`config.mk`:
```
export PLATFORM = sky130hd
export DESIGN_NAME = branch_control
export DESIGN_NICKNAME = d
export VERILOG_FILES = /design/src/rtl/branch_control.sv
export SDC_FILE = /design/constraint.sdc
export NUM_CORES = 1
export LEC_CHECK = 0
export ABC_CLOCK_PERIOD_IN_PS = 4650
export CAP_MARGIN = 20
export CORE_MARGIN = 1.5
export CORE_UTILIZATION = 46
export CTS_CLUSTER_SIZE = 24
export DETAILED_ROUTE_END_ITERATION = 10
export PLACE_DENSITY = 0.82
export SETUP_SLACK_MARGIN = 0.5
export SYNTH_ARGS = -nofsm -noshare
export SYNTH_HDL_FRONTEND = slang
export SYNTH_SLANG_ARGS = --single-unit
```
`constraint.sdc`:
```
create_clock -name clk -period 4.65 [get_ports clk]
set_input_delay 0.93 -clock clk [delete_from_list [all_inputs] [get_ports clk]]
set_output_delay 0.93 -clock clk [all_outputs]
set_load 0.05 [all_outputs]
```
`src/rtl/branch_control.sv`:
```
// Branch/control unit: jump-condition select, edge-latched maskable interrupt dispatch, stack-depth tracking.
// Optional return-stack guard enabled by defining HS_STACK_GUARD_EN.
module branch_control #(
  parameter int NUM_TIMERS  = 1,
  parameter int NUM_VARS    = 1,
  parameter int NUM_IRQ     = 1,
  parameter int STACK_DEPTH = 8,
  parameter int VSEL_W      = (NUM_VARS > 1) ? $clog2(NUM_VARS) : 1,
  parameter int IRQ_W       = (NUM_IRQ > 1) ? $clog2(NUM_IRQ) : 1,
  parameter int DEPTH_W     = $clog2(STACK_DEPTH + 1)
) (
  input  logic                  clk,
  input  logic                  rst,
  input  logic [NUM_TIMERS-1:0] timer_done,
  input  logic [NUM_TIMERS-1:0] timer_sel,
  input  logic [NUM_VARS-1:0]   var_in,
  input  logic [VSEL_W-1:0]     var_sel,
  input  logic                  var_or_timer,
  input  logic                  invert,
  input  logic                  branch,
  input  logic                  forced_jmp,
  input  logic                  sub,
  input  logic                  rtn,
  input  logic [NUM_IRQ-1:0]    irq,
  input  logic [NUM_IRQ-1:0]    irq_mask,
  output logic                  jadr,
  output logic                  sub_push,
  output logic                  sub_pop,
  output logic                  fired,
  output logic [IRQ_W-1:0]      irq_vec,
  output logic                  irq_active,
  output logic [DEPTH_W-1:0]    depth,
  output logic                  stack_err
);

  logic [NUM_IRQ-1:0] r_irq_r;
  logic [NUM_IRQ-1:0] r_pending;
  logic               r_fired;
  logic [IRQ_W-1:0]   r_irq_vec;
  logic               r_irq_active;
  logic [DEPTH_W-1:0] r_depth;
  logic [DEPTH_W-1:0] r_isr_base;

  logic               w_var;
  logic               w_c;
  logic               w_push_req;
  logic               w_push;
  logic               w_pop;
  logic               w_disp_ok;
  logic [NUM_IRQ-1:0] w_avail;
  logic [NUM_IRQ-1:0] w_low;
  logic [IRQ_W-1:0]   w_k;
  logic               w_req;
  logic               w_isr_done;

  // Out-of-range var_sel selects nothing and reads as 0.
  always_comb begin
    w_var = 1'b0;
    for (int i = 0; i < NUM_VARS; i++)
      if (int'(var_sel) == i) w_var = var_in[i];
  end

  assign w_c        = (var_or_timer ? |(timer_done & timer_sel) : w_var) ^ invert;
  assign jadr       = ((~w_c | sub) & branch) | forced_jmp;
  assign w_push_req = (sub & branch) | r_fired;

`ifdef HS_STACK_GUARD_EN
  logic r_stack_err;
  logic w_full;
  logic w_empty;

  assign w_full    = (r_depth == DEPTH_W'(STACK_DEPTH));
  assign w_empty   = (r_depth == '0);
  assign w_push    = w_push_req & ~w_full;
  assign w_pop     = rtn & ~w_empty;
  assign w_disp_ok = ~w_full;
  assign stack_err = r_stack_err;

  always_ff @(posedge clk) begin
    if (rst)
      r_stack_err <= 1'b0;
    else if ((w_push_req & w_full) | (rtn & w_empty))
      r_stack_err <= 1'b1;
  end
`else
  assign w_push    = w_push_req;
  assign w_pop     = rtn;
  assign w_disp_ok = 1'b1;
  assign stack_err = 1'b0;
`endif

  // Lowest unmasked pending line wins; w_low isolates that single bit.
  assign w_avail = r_pending & ~irq_mask;
  assign w_low   = w_avail & (~w_avail + 1'b1);

  always_comb begin
    w_k = '0;
    for (int i = NUM_IRQ - 1; i >= 0; i--)
      if (w_avail[i]) w_k = IRQ_W'(i);
  end

  // r_fired in the gate keeps the dispatch pulse from repeating back to back.
  assign w_req      = ~r_irq_active & ~r_fired & (|w_avail) & w_disp_ok;
  assign w_isr_done = r_irq_active & w_pop & ~w_push & (r_depth == r_isr_base + 1'b1);

  always_ff @(posedge clk) begin
    if (rst) begin
      r_irq_r      <= '0;
      r_pending    <= '0;
      r_fired      <= 1'b0;
      r_irq_vec    <= '0;
      r_irq_active <= 1'b0;
      r_depth      <= '0;
      r_isr_base   <= '0;
    end else begin
      r_irq_r   <= irq;
      r_pending <= (r_pending & ~({NUM_IRQ{w_req}} & w_low)) | (irq & ~r_irq_r);
      r_fired   <= w_req;
      if (w_req) r_irq_vec <= w_k;
      if (r_fired) r_isr_base <= r_depth;
      if (w_req)
        r_irq_active <= 1'b1;
      else if (w_isr_done)
        r_irq_active <= 1'b0;
      if (w_push & ~w_pop)
        r_depth <= r_depth + 1'b1;
      else if (w_pop & ~w_push)
        r_depth <= r_depth - 1'b1;
    end
  end

  assign sub_push   = w_push;
  assign sub_pop    = w_pop;
  assign fired      = r_fired;
  assign irq_vec    = r_irq_vec;
  assign irq_active = r_irq_active;
  assign depth      = r_depth;

endmodule

```
==> results.md <==
* Post-DP Area at about 900 um^2
* # diodes at 0
* Post-synthesis async set-or-reset flop share at 0
* CORE AREA at 1370 um^2
* Ys flop type: dfxtp_1
* Dpl cells at around 110
* Final wirelength at between 1 and 1.5 mm
* Worst Skew at 0.00509 ns
* Hold depth at 1
* Min-delay src: r_pending
* Critical Path Start: var_in
* Critical Path RT at 3.72 ns
* Die height at about 42 um
* Most frequent cell after synthesis: nor2_1
* First-pass GRT wire length at around 2.4 mm
* Share of the synthesized area in the top cell type at 0.340
* Sequential area share after synthesis at 0.340
* Number of enable flip-flop cells after synthesis at 0
* CP Max Fanout at 1
* Avg Inst Size Synth at between 9 and 10 um^2
* I/O Buffers at 22
* Via Count at 554
* Placer Congestion at ~0.74
* Die W at about 42 um
* GR Util All Layers at 0.174
* CTS root buf: clkbuf_4
* DRT antenna net count at 0
* Slew Limit Fails at 0
* Arrival time worst endpoint at roughly 2.7 ns
* Fill cell count at 121
* Fin crit period at approximately 3.6 ns
* HPWL after DPL at a little over 1 mm
* R2R depth at 8
* Reg area at approximately 240 um^2
* Pwr/cell area at between 300 and 400 nW/um^2
* CTS clk-pin slew, worst paths at around 0.080 ns
* Netlist cell types at 26
* Initial antenna violation count at 0
* Cells after synthesis at 75
* CTS H-tree depth at 1
* Yosys reg bits at 12
* Max Clock Freq at about 280 MHz
* Largest cells by area after synthesis: dfxtp_1 (34%), ha_1 (7.1%), mux2i_1 (7.1%)
* Clock tree buffer depth at 2
* Routed WL per cell at 12.1 um
* CTS Buf Count at 3
* Total setup buffers inserted after CTS at 0
* Leak at between 0.3 and 0.4 nW
* CTS resizes at 0
* DRC violations left at 0
* Remaining Overflow, GRT at 0
* Top post-synthesis cells by count: nor2_1 (13), dfxtp_1 (12), mux2i_1 (5), xnor2_1 (5)
* Hold Slack at ~0.5 ns
* Final worst path period share at 0.774
* CTS tree: built
* Crit path launch type: input port
* Yosys warnings at 0
* Layout cells sized above 1 at 0.0938
* Finished Cell Area at between 900 and 1000 um^2
* Slew Limit Headroom at 0.655
* Final Non-Filler Cells at between 100 and 150
* Area delta synth->final at 32.6%
* Total I/O pin count at 25
* Multi-input gate area at approximately 400 um^2
* Status: complete, no violations
* First-pass DRT Iterations at 3
* Post-Syn Area at approximately 710 um^2
* Die footprint at ~1800 um^2
* Max cap viols at 0
* Max rail drop VDD at between 0.0002 and 0.00025 V
* Post-CTS Hold Fix Bufs at 0
* Routed vias/inst at between 4 and 5
* Site row count at 13
* Final #Nets at 116
* Setup TNS at 0 ns
* Initial DRC count at 7
* Largest net degree at the start of global routing at 14
* Clock Latency Late Sink at about 0.27 ns
* Setup crit end kind: primary output
* Initial Util at 0.517
* FF-to-FF Start: fired
* # clock sinks at 12
* RSZ-0062 raised after global routing: false
* Setup violators final at 0
* Final Hold Fails at 0
* Crit Path Category: input port to primary output
* Worst slew pin tran at roughly 0.52 ns
* Worst Hold Class: flop to flop
* Via count of the first global-routing pass at about 550
* Synth area leader: dfxtp_1
-- logic make-up (layout without fill, tap and decap cells) --
family                     after synthesis  count (layout)  share of synthesized area
AOI/OAI and AO/OA                        9               9                     0.0814
xor gates and xnor gates                 9               9                      0.111
adders and majority gates                5               5                     0.0991
buffers and inverters                    9              29                     0.0849
DFF                                     12              12                      0.340
muxes                                    6               6                     0.0867
other                                    1               2                    0.00530
and+or+nand+nor                         24              24                      0.191
-- power by group --
group | switching (W) | internal [W]
logic | 0.0000758 | 0.0000594
registers | 0.0000157 | 0.000114
clock network | 0.0000329 | 0.0000475
total | 0.000124 | 0.000220
-- flip-flops by register name, indices dropped and copies added (netlist names) --
signal and cells:
fired 1, irq_active 1, r_pending 1, r_irq_r 1, r_isr_base 4, depth 4
-- critical path, stage by stage --
cell,delay (ns)
clkdlybuf4s50_1,0.44
nor3b_1,0.16
a31oi_1,0.07
xnor2_1,0.13
a21oi_1,0.12
clkdlybuf4s50_1,0.81
-- path summary, 6_finish.rpt --
path | slack, ns | to
setup / recovery | 1.05 | jadr
hold / removal | 0.50 | fired
setup reg to reg | 2.35 | depth[3]
hold reg to reg | 0.50 | fired
-- layout by cell type (no fill, tap or decap), types with 2 or more instances in the layout --
cell and instances:
a31oi_1 2, a21oi_1 4, ha_1 4, xnor2_1 5, clkdlybuf4s50_1 22, nand3_1 2
dfxtp_1 12, mux2i_1 5, clkbuf_4 3, nor2_1 13, inv_1 3, conb_1 2
xor2_1 4, nor2b_1 3
-- per-layer routing --
layer  vias up  GRT usage  part of all wire
li1        286          -                 -
met3         2     0.0603             0.078
met4         0     0.0563            0.0067
met5         -          0                 0
met2        19      0.305              0.47
met1       247      0.194              0.44
-- through the flow --
step            util  total power (W)  setup WS [ns]
6_report       0.686         0.000345           1.05
2_1_floorplan      -         0.000227           1.66
3_5_place_dp   0.659         0.000267           1.04
5_1_grt        0.686         0.000368          0.942
3_3_place_gp   0.659         0.000264           1.06
4_1_cts        0.686         0.000349           1.05
-- area by class of cell --
| class | instances | share of cell area |
|---|---|---|
| clock buffer | 4 | 0.0387 |
| inverter | 3 | 0.0120 |
| multi-input combinational | 55 | 0.438 |
| sequential | 12 | 0.256 |
| tap | 15 | 0.0200 |
| timing repair buffer | 22 | 0.235 |
Power figures use the tool's default switching activity.
